File: config.mk
export PLATFORM = sky130hd
export DESIGN_NAME = jk_mod_counter
export DESIGN_NICKNAME = d
export VERILOG_FILES = /design/src/rtl/jk_mod_counter.sv
export SDC_FILE = /design/constraint.sdc
export NUM_CORES = 1
export LEC_CHECK = 0
export ABC_CLOCK_PERIOD_IN_PS = 5300
export CORE_AREA = 4 4 46 48
export DETAILED_ROUTE_END_ITERATION = 8
export DIE_AREA = 0 0 50 52
export PLACE_DENSITY = 0.67
export SLEW_MARGIN = 20
export SYNTH_ARGS = -nofsm -noshare
export SYNTH_HDL_FRONTEND = slang
export SYNTH_SLANG_ARGS = --single-unit
File: constraint.sdc
create_clock -name Clk -period 5.3 [get_ports Clk]
set_input_delay 0.53 -clock Clk [delete_from_list [all_inputs] [get_ports Clk]]
set_output_delay 0.53 -clock Clk [all_outputs]
set_load 0.02 [all_outputs]
File: src/rtl/jk_mod_counter.sv
//------------------------------------------------------------------------------
// jk_mod_counter
//
// Synchronous modulo-MODULUS up/down counter. Each state bit is updated
// through the JK next-state equation Q+ = (J & ~Q) | (~K & Q). The J/K
// excitation vector is exported so a downstream JK storage stage can use it.
//
// Parameters:
//   WIDTH    number of count bits (2**WIDTH >= MODULUS)
//   MODULUS  count range is 0 .. MODULUS-1 (2 .. 2**WIDTH)
//
// Ports:
//   Clk    in   1      rising-edge clock
//   Reset  in   1      synchronous active-high reset (highest priority)
//   En     in   1      count enable
//   Up     in   1      direction, 1 = increment, 0 = decrement
//   Load   in   1      synchronous parallel load (values above MODULUS-1 clamp)
//   D      in   WIDTH  parallel load value
//   Q      out  WIDTH  registered count
//   Q_bar  out  WIDTH  ~Q
//   J      out  WIDTH  per-bit J excitation for the current cycle
//   K      out  WIDTH  per-bit K excitation for the current cycle
//   TC     out  1      terminal count (combinational)
//   Wrap   out  1      registered copy of TC, one cycle late
//
// Build option:
//   JK_COUNTER_SATURATE_EN  when defined the counter saturates at 0 and
//                           MODULUS-1 instead of wrapping; Wrap then acts as
//                           a saturation flag with the same timing.
//------------------------------------------------------------------------------
module jk_mod_counter #(
  parameter int WIDTH   = 4,
  parameter int MODULUS = 10
) (
  input  logic             Clk,
  input  logic             Reset,
  input  logic             En,
  input  logic             Up,
  input  logic             Load,
  input  logic [WIDTH-1:0] D,
  output logic [WIDTH-1:0] Q,
  output logic [WIDTH-1:0] Q_bar,
  output logic [WIDTH-1:0] J,
  output logic [WIDTH-1:0] K,
  output logic             TC,
  output logic             Wrap
);

  localparam logic [WIDTH-1:0] MAX_CNT  = WIDTH'(MODULUS - 1);
  localparam logic [WIDTH-1:0] ZERO_CNT = {WIDTH{1'b0}};
  localparam logic [WIDTH-1:0] ONE_CNT  = {{(WIDTH-1){1'b0}}, 1'b1};

  // Clamp a load value into the legal range so unused codes stay unreachable.
  function automatic logic [WIDTH-1:0] clamp_load(input logic [WIDTH-1:0] d);
    if (d > MAX_CNT) begin
      return MAX_CNT;
    end else begin
      return d;
    end
  endfunction

  // Modulo step in the requested direction.
  function automatic logic [WIDTH-1:0] step_count(input logic [WIDTH-1:0] q,
                                                  input logic             up);
    logic [WIDTH-1:0] n;
    case (up)
      1'b1:    n = (q == MAX_CNT)  ? ZERO_CNT : q + ONE_CNT;
      1'b0:    n = (q == ZERO_CNT) ? MAX_CNT  : q - ONE_CNT;
      default: n = q;
    endcase
    return n;
  endfunction

  // Per-bit JK flip-flop characteristic equation.
  function automatic logic [WIDTH-1:0] jk_next(input logic [WIDTH-1:0] q,
                                               input logic [WIDTH-1:0] j,
                                               input logic [WIDTH-1:0] k);
    return (j & ~q) | (~k & q);
  endfunction

  logic [WIDTH-1:0] q_r;
  logic             wrap_r;
  logic             count_s;
  logic             at_max_s;
  logic             at_zero_s;
  logic             tc_s;
  logic [WIDTH-1:0] next_s;
  logic [WIDTH-1:0] j_s;
  logic [WIDTH-1:0] k_s;

  // Terminal-count detection; only meaningful while actually counting.
  always_comb begin
    count_s   = En & ~Load;
    at_max_s  = (q_r == MAX_CNT);
    at_zero_s = (q_r == ZERO_CNT);
    tc_s      = count_s & ((Up & at_max_s) | (~Up & at_zero_s));
  end

  // Target count and the J/K excitation that reaches it; bits that must
  // toggle get J = K = 1, all other bits get J = K = 0 (hold).
  always_comb begin
    next_s = q_r;
    if (count_s) begin
`ifdef JK_COUNTER_SATURATE_EN
      if (tc_s) begin
        next_s = q_r;
      end else begin
        next_s = step_count(q_r, Up);
      end
`else
      next_s = step_count(q_r, Up);
`endif
    end else begin
      next_s = q_r;
    end
    j_s = q_r ^ next_s;
    k_s = q_r ^ next_s;
  end

  // Count register: reset, direct load, otherwise JK update (J = K = 0 holds).
  always_ff @(posedge Clk) begin
    if (Reset) begin
      q_r    <= ZERO_CNT;
      wrap_r <= 1'b0;
    end else if (Load) begin
      q_r    <= clamp_load(D);
      wrap_r <= 1'b0;
    end else begin
      q_r    <= jk_next(q_r, j_s, k_s);
      wrap_r <= tc_s;
    end
  end

  assign Q     = q_r;
  assign Q_bar = ~q_r;
  assign J     = j_s;
  assign K     = k_s;
  assign TC    = tc_s;
  assign Wrap  = wrap_r;

endmodule

## Word level (Yosys, flattened, before mapping)

Index checks and enable logic that the tools add are counted.

| cells by class | value |
|---|---|
| $add $sub $neg | 2 |
| $lt $le $gt $ge | 1 |
| equality and inequality tests | 1 |
| mux-type cells | 6 |
| bitwise logic cells | 13 |
| reduce and logical (&&, ||, !) cells | 2 |

Operators by type and width:

| kind | number |
|---|---|
| 2-to-1 mux 4 bit | 5 |
| AND 4 bit | 2 |
| NOT 4 bit | 2 |
| one-hot mux 4 bit (2 select lines) | 1 |
| adder 4 x 1 -> 4 bit (second input constant) | 1 |
| AND 1 bit | 4 |
| == test 4 bit (second input constant) | 1 |
| greater-than comparator 4 bit (second input constant) | 1 |
| logical NOT 4 bit | 1 |
| OR 4 bit | 1 |
| subtractor 4 x 1 -> 4 bit (second input constant) | 1 |
| XOR 4 bit | 1 |
| NOT 1 bit | 2 |
| OR reduction 2 bit | 1 |
| OR 1 bit | 1 |

| word-level totals | value |
|---|---|
| register bits after elaboration | 5 |
| input bits | 9 |
| output and inout bits | 18 |
| word-level logic and storage cells | 27 |

## Logic depth before layout (Yosys ltp)

Gate-level depths: netlist (run 1).

| depth | value |
|---|---|
| word-level depth | 9 |
| mapped depth | 7 |
| mapped depth without buffers | 6 |

## Worst setup path after synthesis (run 1)

Ideal clock, no wire load.

| timing | value |
|---|---|
| kind | register to output |
| from | reg q_r[0] (netlist: Q[0]) |
| to | out K[1] |
| arrival time | 2223 ps |
| data required time | 4770 ps |
| slack | 2547 ps |
| cell stages (with the launch flop) | 8 |
| path buffers | 1 |
| cell sequence | dfxtp_1 inv_1 ha_1 nor3b_1 o32ai_1 xnor2_1 nor2_1 buf_4 |

| between the ends | value |
|---|---|
| cells in the longest elaborated chain, start to end | 5 |
| elaborated cells between the ends (all ways) | 9 |
| those cells by class | 2 x add/sub; 1 x eq/ne; 4 x mux; 1 x bitwise; 1 x reduce/logical |

Ends and longest elaborated chain:

| element | RTL line | text |
|---|---|---|
| start: declaration | 81 | `logic [WIDTH-1:0] q_r;` |
| start signal: assignment | 126 | `q_r <= clamp_load(D);` |
| start signal: assignment | 129 | `q_r <= jk_next(q_r, j_s, k_s);` |
| subtractor 4 x 1 -> 4 bit, or another cell as far along | 68 | `1'b0: n = (q == ZERO_CNT) ? MAX_CNT : q - ONE_CNT;` |
| 2-to-1 mux 4 bit, on equally long branches | 68, 67 |  |
| one-hot mux 4 bit (2 select lines) * | 66 | `case (up)` |
| 2-to-1 mux 4 bit * | 103 | `if (count_s) begin` |
| XOR 4 bit * | - |  |
| end: declaration | 44 | `output logic [WIDTH-1:0] K,` |

Mark *: on every way between the ends. The rest lies on a longest branch, timed or not.

## Worst setup path in the final report (run 1)

| timing | value |
|---|---|
| from | reg q_r[0] (netlist: Q[0]) |
| to | out J[1] |

| between the ends | value |
|---|---|
| cells in the longest elaborated chain, start to end | 5 |
| elaborated cells between the ends (all ways) | 9 |
| those cells by class | 2 x add/sub; 1 x eq/ne; 4 x mux; 1 x bitwise; 1 x reduce/logical |

Ends and longest elaborated chain:

| element | RTL line | text |
|---|---|---|
| subtractor 4 x 1 -> 4 bit, or another cell as far along | 68 |  |
| 2-to-1 mux 4 bit, on equally long branches | 68, 67 |  |
| one-hot mux 4 bit (2 select lines) * | 66 |  |
| 2-to-1 mux 4 bit * | 103 |  |
| XOR 4 bit * | 116 | `j_s = q_r ^ next_s;` |
| end: declaration | 43 | `output logic [WIDTH-1:0] J,` |

Marks and branches as above.

==> metrics.yaml, run 1 <==
grt_remaining_overflow: 0
numPortBuffers: 26
drc: 0
ys.flop_type: "dfxtp_1"
grt_start_max_net_pins: 15
drive_gt1_share_pct: 6.12
gp_congestion: 0.881
powerDensity_nw_per_um2: 202
cpPeakStageDelay_ps: 630
seq_area_frac_synth_pct: 17.4
dpl-instance-area_um2: 791
finalCritPeriodShare_pct: 61.6
syn_inst: 76
hold_ws_ps: 740
nNetsFinal: 111
cts.htree.levels: 1
p_leak_nw: 0.316
grt_pass1_vias: 595
root_buffer: "clkbuf_4"
synth_top_cell_area_share_pct: 17.4
wl_mm: 1.56
grtUsageTotal_pct: 13.1
cts.clk_slew.worst_paths_ps: 40
synth_area_um2: 574
initial_utilization_pct: 33.6
setup.worst_path.start_class: "flop"
hpwl_mm: 1.20
r2r_slack_ps: 3330
yosys.area.top_type: "dfxtp_1"
cts_sinks: 5
vdd_drop_max_mv: 0.0970
finalWorstSetupSlack_ps: 2030
finalWorstPathRequiredPeriod_ps: 3270
async_flop_share_pct: 0
cap_violations: 0
fmax_mhz: 306
grt_pass1_wl_mm: 2.63
clock_latency_ps: 240
arrival_ps: 2740
cts_setup_buffers: 0
synthMostInstantiatedCell: "nor2_1"
cp_max_fo: 9
cts_buffers: 3
fp.dieArea_um2: 2600
nFillCells: 181
die_x_um: 50
place_ws_ps: 2290
firstDrtPassIters: 4
vias: 628
diodes: 0
status: "completed"
viasPerCell: 5.11
worstPathRequired_ps: 4770
cp_cell_sequence: "inv_1 -> ha_1 -> nor3b_1 -> o32ai_1 -> xnor2_1 -> nor2_1 -> clkdlybuf4s50_1"
die_h_um: 52
coreArea_um2: 1710
ys_ff_latch: 5
cp-end-kind: "primary output"
critPathKind: "reg -> out"
syn_nets: 88
antenna_found_initial: 0
area_growth_pct: 42.3
rows: 15
power_mw: 0.165
ctsHoldBuffers: 0
relSlewSlack_pct: 70.3
pin_count: 27
final_area_um2: 817
hp-class: "reg -> reg"
cts_buffer_depth: 2
cts_tree: "done"
final-hold-violation-count: 0
synth_edf_count: 0
slowest_stage: "clkdlybuf4s50_1"
synth.area.top_cells: "dfxtp_1 17%, buf_6 7.8%, nor2_1 7.2%"
drt_iter0_drc: 7
worst_pin_slew_ps: 444
wl_per_cell_um: 12.7
synth_common_cells: "11 x nor2_1, 7 x inv_1, 5 x dfxtp_1"
rsz0062_at_grt: "false"
drv_slew: 0
cts-resized-gates: 0
finalSetupViolations: 0
fin_tns_setup_ps: 0
synth.lib_cells_used.distinct: 34
antenna_left: 0
yosysWarnings: 0
synth.avg_cell_area_um2: 7.56
skew_ps: 2.48
-- final timing paths --
path	startpoint	to	cells past startpoint
max	Q[0]	J[1]	7
min	Q[3]	Q[3]	2
max reg2reg	Q[0]	Q[3]	5
min reg2reg	Q[3]	Q[3]	2
-- metrics by stage --
step                utilization, %  std cells
global placement              46.3        119
detailed placement            46.3        119
finish                        47.8        123
CTS                           47.8        123
global route                  47.8        123
floorplan                        -         76
-- placed cells by master (no fill, tap or decap), types with 2 or more instances in the layout --
master and n:
a21oi_1 3, a221oi_1 4, clkbuf_4 3, clkdlybuf4s50_1 26, dfxtp_1 5, ha_1 3, inv_1 7, nand2_1 3
nor2_1 11, nor2b_1 2, nor3_1 2, o21a_1 2, o21ai_0 4, or4_1 2
-- state kept, by name (all words and copies together) (netlist names) --
name / flops
Wrap: 1
Q: 4
-- worst max-delay path, delay by kind of cell, from the launching register on --
kind	cells	cell delay, ps
xor+xnor	1	120
simple gates	2	330
fa+ha+maj	1	290
flops	1	490
buf+inv	2	800
compound gates	1	460
-- where the power goes --
group / internal [mW] / total (mW) / leakage (nW) / switching, mW
Clock: 0.0285 / 0.0442 / 0.0150 / 0.0158
Sequential: 0.0405 / 0.0472 / 0.0412 / 0.00665
Combinational: 0.0351 / 0.0733 / 0.260 / 0.0382
-- cell families (layout without fill, tap and decap cells) --
logic type,Yosys count,count (layout),synth area share [%]
XOR/XNOR,1,1,1.53
adder cells (fa/ha/maj),3,3,6.54
AND/OR/NAND/NOR,28,28,27.0
flip-flops,5,5,17.4
buffers and inverters,15,37,17.6
AO/OA/AOI/OAI,23,23,28.1
multiplexers,1,1,1.74
-- cell type report --
| cell class | count | area, um^2 | share of cell area (%) |
|---|---|---|---|
| repair buffers | 26 | 260 | 31.9 |
| multi-input cells | 56 | 373 | 45.6 |
| well taps | 25 | 31.3 | 3.83 |
| clock buffers | 4 | 26.3 | 3.22 |
| flip-flops and latches | 5 | 100 | 12.3 |
| inverters | 7 | 26.3 | 3.22 |
-- per-layer routing --
metal | global-route usage (%) | wire length [um] | up-vias
li1 | - | - | 318
met1 | 17.9 | 784 | 279
met2 | 18.5 | 653 | 28
met3 | 3.44 | 114 | 3
met4 | 6.91 | 8 | 0
met5 | 0 | 0 | -
No activity file was read; power rests on OpenSTA's default activity.
==> run 2: changes to the inputs <==
--- a/config.mk
+++ b/config.mk
@@ -5,11 +5,11 @@
 export SDC_FILE = /design/constraint.sdc
 export NUM_CORES = 1
 export LEC_CHECK = 0
-export ABC_CLOCK_PERIOD_IN_PS = 5300
+export ABC_CLOCK_PERIOD_IN_PS = 2700
 export CORE_AREA = 4 4 46 48
 export DETAILED_ROUTE_END_ITERATION = 8
 export DIE_AREA = 0 0 50 52
-export PLACE_DENSITY = 0.67
+export PLACE_DENSITY = 0.7
 export SLEW_MARGIN = 20
 export SYNTH_ARGS = -nofsm -noshare
 export SYNTH_HDL_FRONTEND = slang
==> constraint.sdc (replaced) <==
create_clock -name Clk -period 2.7 [get_ports Clk]
set_input_delay 0.27 -clock Clk [delete_from_list [all_inputs] [get_ports Clk]]
set_output_delay 0.27 -clock Clk [all_outputs]
set_load 0.02 [all_outputs]
==> metrics.yaml, run 2 (synthesis results as in run 1) <==
cts_tree: "done"  # unchanged
wl_per_cell_um: 13.1  # was 12.7 um
combPwrFrac_pct: 48.6  # was 44.5%
place_ws_ps: 208  # was 2290 ps
fin_tns_setup_ps: 0  # unchanged
finalWorstPathRequiredPeriod_ps: 2470
skew_ps: 7.38  # was 2.48 ps
p_leak_nw: 0.383  # was 0.316 nW
cts.htree.levels: 1  # unchanged
final_cell_mix: "24 x clkdlybuf4s50_1, 11 x nor2_1, 7 x inv_1, 6 x buf_4, 5 x dfxtp_1"  # was 26 x clkdlybuf4s50_1, 11 x nor2_1, 7 x inv_1, 5 x dfxtp_1
firstDrtPassIters: 4  # unchanged
rsz0062_at_grt: "false"  # unchanged
finalWorstSetupSlack_ps: 227  # was 2030 ps
viasPerCell: 5.35  # was 5.11
p_switching_mw: 0.123  # was 0.0607 mW
power.share.sequential_pct: 25.4  # was 28.6%
grt_pass1_vias: 673  # was 595
hp-class: "in -> reg"  # was reg -> reg
die_h_um: 52  # unchanged
finalCritPeriodShare_pct: 91.6
vias: 690  # was 628
relSlewSlack_pct: 74.5  # was 70.3%
nFillCells: 162  # was 181
cts_sinks: 5  # unchanged
layout_commonest_cell: "clkdlybuf4s50_1"  # unchanged
clkPwrFrac_pct: 26.1  # was 26.9%
antenna_found_initial: 0  # unchanged
cpPeakStageDelay_ps: 680  # was 630 ps
status: "completed"  # unchanged
final-hold-violation-count: 0  # unchanged
rows: 15  # unchanged
fmax_mhz: 404
dp.cells: 125  # was 119
grt_pass1_wl_mm: 2.83  # was 2.63 mm
worstPathRequired_ps: 2430  # was 4770 ps
p_int_mw: 0.214  # was 0.104 mW
numPortBuffers: 26  # unchanged
setup.worst_path.start_class: "input port"  # was flop
swShare_pct: 36.6  # was 36.8%
powerDensity_nw_per_um2: 387  # was 202 nW/um^2
regArea_um2: 100  # unchanged
worst_pin_slew_ps: 373  # was 444 ps
critPathKind: "in -> out"  # was reg -> out
hpwl_mm: 1.32  # was 1.20 mm
antenna_left: 0  # unchanged
cts_buffers: 3  # unchanged
cts.clk_slew.worst_paths_ps: 40  # about the same
drive_gt1_share_pct: 12.5  # was 6.12%
pin_count: 27  # unchanged
area_growth_pct: 51.9  # was 42.3%
clock_latency_ps: 240  # about the same
grt_remaining_overflow: 0  # unchanged
fin_util_pct: 51.1  # was 47.8%
vdd_drop_max_mv: 0.261  # was 0.0970 mV
cts_setup_buffers: 0  # unchanged
cap_violations: 0  # unchanged
gp_congestion: 0.852  # was 0.881
drv_slew: 0  # unchanged
drc: 0  # unchanged
die_x_um: 50  # unchanged
largest_reg_flops: 4  # unchanged
root_buffer: "clkbuf_4"  # unchanged
grt_start_max_net_pins: 13  # was 15
initial_utilization_pct: 33.6  # unchanged
cp_max_fo: 11  # was 9
cts_buffer_depth: 2  # unchanged
final-instance-count-excl-fill: 129  # was 123
wl_mm: 1.69  # was 1.56 mm
diodes: 0  # unchanged
grtUsageTotal_pct: 14.1  # was 13.1%
fp.dieArea_um2: 2600  # unchanged
slowest_stage: "clkdlybuf4s50_1"  # unchanged
coreArea_um2: 1710  # unchanged
crit_top_cell: "clkdlybuf4s50_1"
finalSetupViolations: 0  # unchanged
drt_iter0_drc: 28  # was 7
cp_cell_sequence: "clkdlybuf4s50_1 -> inv_1 -> o31ai_1 -> o311a_1 -> clkdlybuf4s50_1"  # was inv_1 -> ha_1 -> nor3b_1 -> o32ai_1 -> xnor2_1 -> nor2_1 -> clkdlybuf4s50_1
nNetsFinal: 117  # was 111
cp-end-kind: "primary output"  # unchanged
multi_input_area_um2: 378  # was 373 um^2
arrival_ps: 2200  # was 2740 ps
-- run 2: final cells by class --
type	instances	share of cell area, %
multi-input combinational	56	43.3
tap	25	3.59
timing repair buffer	32	35.6
inverter	7	3.01
clock buffer	4	3.01
sequential	5	11.5
-- run 2: power groups by stage --
stage                     clock, mW  combinational, mW  sequential [mW]
after global routing         0.0998              0.179           0.0865
final                        0.0880              0.164           0.0857
after floorplan                   0             0.0925           0.0935
after global placement            0              0.162           0.0865
after detailed placement          0              0.162           0.0867
after CTS                    0.0906              0.163           0.0852
-- run 2: per-layer routing --
| metal | wire length (um) | part of all wire [%] | vias up | global-route usage, % |
|---|---|---|---|---|
| met3 | 138 | 8.2 | 0 | 4.01 |
| met5 | 0 | 0 | - | 0 |
| li1 | - | - | 332 | - |
| met2 | 864 | 51 | 39 | 25.0 |
| met1 | 688 | 41 | 319 | 15.3 |
| met4 | 0 | 0 | 0 | 6.91 |
-- run 2: timing repair --
item	in CTS	in global routing
setup endpoints to repair	0	2
resized for setup	0	3
hold buffers	0	0
-- run 2: path summary, 6_finish.rpt --
check / startpoint / endpoint / slack [ps] / cells after the start
hold reg to reg: Q[2] / Wrap / 690 / 2
setup / recovery: Up / J[3] / 230 / 5
hold / removal: D[0] / Q[0] / 600 / 3
setup reg to reg: Q[0] / Q[3] / 870 / 6
-- run 2: critical path: cells and delay by family --
| family | cells | cell delay (ps) |
|---|---|---|
| AO/OA/AOI/OAI | 2 | 530 |
| buffers and inverters | 3 | 1390 |
-- run 2: stage by stage --
stage / hold WS (ps) / cell area [um^2] / total power [mW]
6_report: 603 / 872 / 0.338
5_1_grt: 626 / 872 / 0.365
4_1_cts: 599 / 862 / 0.339
3_5_place_dp: 653 / 836 / 0.249
3_3_place_gp: 662 / 836 / 0.248
2_1_floorplan: 339 / 574 / 0.186
==> run 3: changes to the inputs <==
--- a/config.mk
+++ b/config.mk
@@ -6,10 +6,10 @@
 export NUM_CORES = 1
 export LEC_CHECK = 0
 export ABC_CLOCK_PERIOD_IN_PS = 2700
-export CORE_AREA = 4 4 46 48
+export CORE_AREA = 2 2 43 45
 export DETAILED_ROUTE_END_ITERATION = 8
-export DIE_AREA = 0 0 50 52
-export PLACE_DENSITY = 0.7
+export DIE_AREA = 0 0 45 47
+export PLACE_DENSITY = 0.73
 export SLEW_MARGIN = 20
 export SYNTH_ARGS = -nofsm -noshare
 export SYNTH_HDL_FRONTEND = slang
==> metrics.yaml, run 3 (synthesis results as in run 1) <==
met1Wirelength_um: 699  # was 688 um
skew_ps: 3.50  # was 7.38 ps
cts.htree.levels: 1  # unchanged
crit_start: "Q[0]"  # was Up
diodes: 0  # unchanged
clkPwrFrac_pct: 25.8  # was 26.1%
finalCritPeriodShare_pct: 95.2  # was 91.6%
hpwl_mm: 1.23  # was 1.32 mm
wl_per_cell_um: 13.1  # about the same
largest_reg_flops: 4  # unchanged
worstPathRequired_ps: 2430  # about the same
initial_utilization_pct: 34.8  # was 33.6%
arrival_ps: 2300  # was 2200 ps
die_x_um: 45  # was 50 um
power.share.sequential_pct: 25.8  # was 25.4%
cp-end-kind: "primary output"  # unchanged
nFillCells: 166  # was 162
antenna_found_initial: 0  # unchanged
cts_tree: "done"  # unchanged
rows: 15  # unchanged
grt_start_max_net_pins: 13  # unchanged
swShare_pct: 36.2  # was 36.6%
drt_iter0_drc: 20  # was 28
p_leak_nw: 0.348  # was 0.383 nW
combPwrFrac_pct: 48.4  # was 48.6%
r2r_start: "Q[0]"  # unchanged
cap_violations: 0  # unchanged
coreArea_um2: 1650  # was 1710 um^2
gp_congestion: 0.823  # was 0.852
root_buffer: "clkbuf_4"  # unchanged
grtUsageTotal_pct: 14.7  # was 14.1%
finalSetupViolations: 0  # unchanged
grt_pass1_wl_mm: 2.25  # was 2.83 mm
dr_wl_met3_um: 77  # was 138 um
r2r_slack_ps: 990  # was 870 ps
cts_buffer_depth: 2  # unchanged
vdd_drop_max_mv: 0.346  # was 0.261 mV
area_growth_pct: 49.2  # was 51.9%
hold_ws_ps: 618  # was 603 ps
reg2reg_to: "Q[3]"  # unchanged
critPathKind: "reg -> out"  # was in -> out
place_ws_ps: 258  # was 208 ps
final_cell_mix: "26 x clkdlybuf4s50_1, 11 x nor2_1, 7 x inv_1, 5 x dfxtp_1, 5 x buf_4"  # was 24 x clkdlybuf4s50_1, 11 x nor2_1, 7 x inv_1, 6 x buf_4, 5 x dfxtp_1
fin_tns_setup_ps: 0  # unchanged
antenna_left: 0  # unchanged
p_int_mw: 0.212  # was 0.214 mW
clock_latency_ps: 240  # about the same
vias: 658  # was 690
finalWorstPathRequiredPeriod_ps: 2570  # was 2470 ps
wl_met2_um: 795  # was 864 um
wl_mm: 1.57  # was 1.69 mm
hp-class: "in -> reg"  # unchanged
rsz0062_at_grt: "false"  # unchanged
pin_count: 27  # unchanged
drive_gt1_share_pct: 12.6  # was 12.5%
finalWorstSetupSlack_ps: 131  # was 227 ps
numPortBuffers: 26  # unchanged
cp_max_fo: 6  # was 11
worst_pin_slew_ps: 373  # about the same
die_h_um: 47  # was 52 um
relSlewSlack_pct: 74.5  # about the same
drv_slew: 0  # unchanged
setup.worst_path.start_class: "flop"  # was input port
status: "completed"  # unchanged
worstRegToRegCells: 5  # was 6
cts.clk_slew.worst_paths_ps: 40  # about the same
fmax_mhz: 389  # was 404 MHz
endpoint: "K[1]"  # was J[3]
cts_sinks: 5  # unchanged
fin_util_pct: 51.9  # was 51.1%
drc: 0  # unchanged
nNetsFinal: 116  # was 117
final-hold-violation-count: 0  # unchanged
firstDrtPassIters: 4  # unchanged
p_switching_mw: 0.121  # was 0.123 mW
grt_remaining_overflow: 0  # unchanged
ctsHoldBuffers: 0  # unchanged
cts_setup_buffers: 0  # unchanged
powerDensity_nw_per_um2: 388  # was 387 nW/um^2
grt_pass1_vias: 527  # was 673
fp.dieArea_um2: 2120  # was 2600 um^2
highest_layer: "met3"  # unchanged
cts_buffers: 3  # unchanged
viasPerCell: 5.48  # was 5.35
layout_commonest_cell: "clkdlybuf4s50_1"  # unchanged
==> run 3: worst min-delay path by stage <==
stage	start	to	slack, ps	depth (start not counted)
after floorplan	Reset	Q[1]	340	1
after global placement	Q[2]	Wrap	660	2
after detailed placement	Q[2]	Wrap	660	2
after CTS	D[0]	Q[0]	620	3
after global routing	D[0]	Q[0]	620	3
final	D[0]	Q[0]	620	3
==> run 3: area by class of cell <==
cell class	count	area [um^2]	area share, %
multi-input cells	56	385	45.0
flip-flops and latches	5	100	11.7
repair buffers	31	298	34.7
clock buffers	4	26.3	3.07
inverters	7	26.3	3.07
well taps	17	21.3	2.48
==> run 3: repair_timing <==
action | in CTS | in global routing
hold endpoints to repair | 0 | 0
gates resized for setup | 1 | 1
endpoints found under the setup margin | 2 | 2
==> run 3: critical path: stages, from the launching register on <==
cell             delay (ps)
dfxtp_1                 320
inv_1                   100
ha_1                    270
nor3b_2                 200
o32ai_2                 320
xnor2_1                 110
nor2_1                  120
clkdlybuf4s50_1         620
==> run 3: power by group through the flow <==
stage	registers, mW	logic (mW)	clock network [mW]
floorplan	0.0935	0.0925	0
global placement	0.0867	0.156	0
detailed placement	0.0867	0.157	0
finish	0.0859	0.161	0.0859
global route	0.0865	0.172	0.0970
CTS	0.0859	0.158	0.0895
==> run 3: per-stage QoR <==
stage | power (mW) | instance area [um^2] | instances
floorplan | 0.186 | 574 | 76
global placement | 0.242 | 818 | 116
detailed placement | 0.244 | 818 | 116
CTS | 0.334 | 850 | 120
global route | 0.355 | 857 | 120
finish | 0.333 | 857 | 120
==> run 3: routing by layer <==
layer	track usage, %	up-vias
met5	0	-
met2	25.4	17
li1	-	327
met1	17.7	314
met4	1.76	0
met3	5.77	0
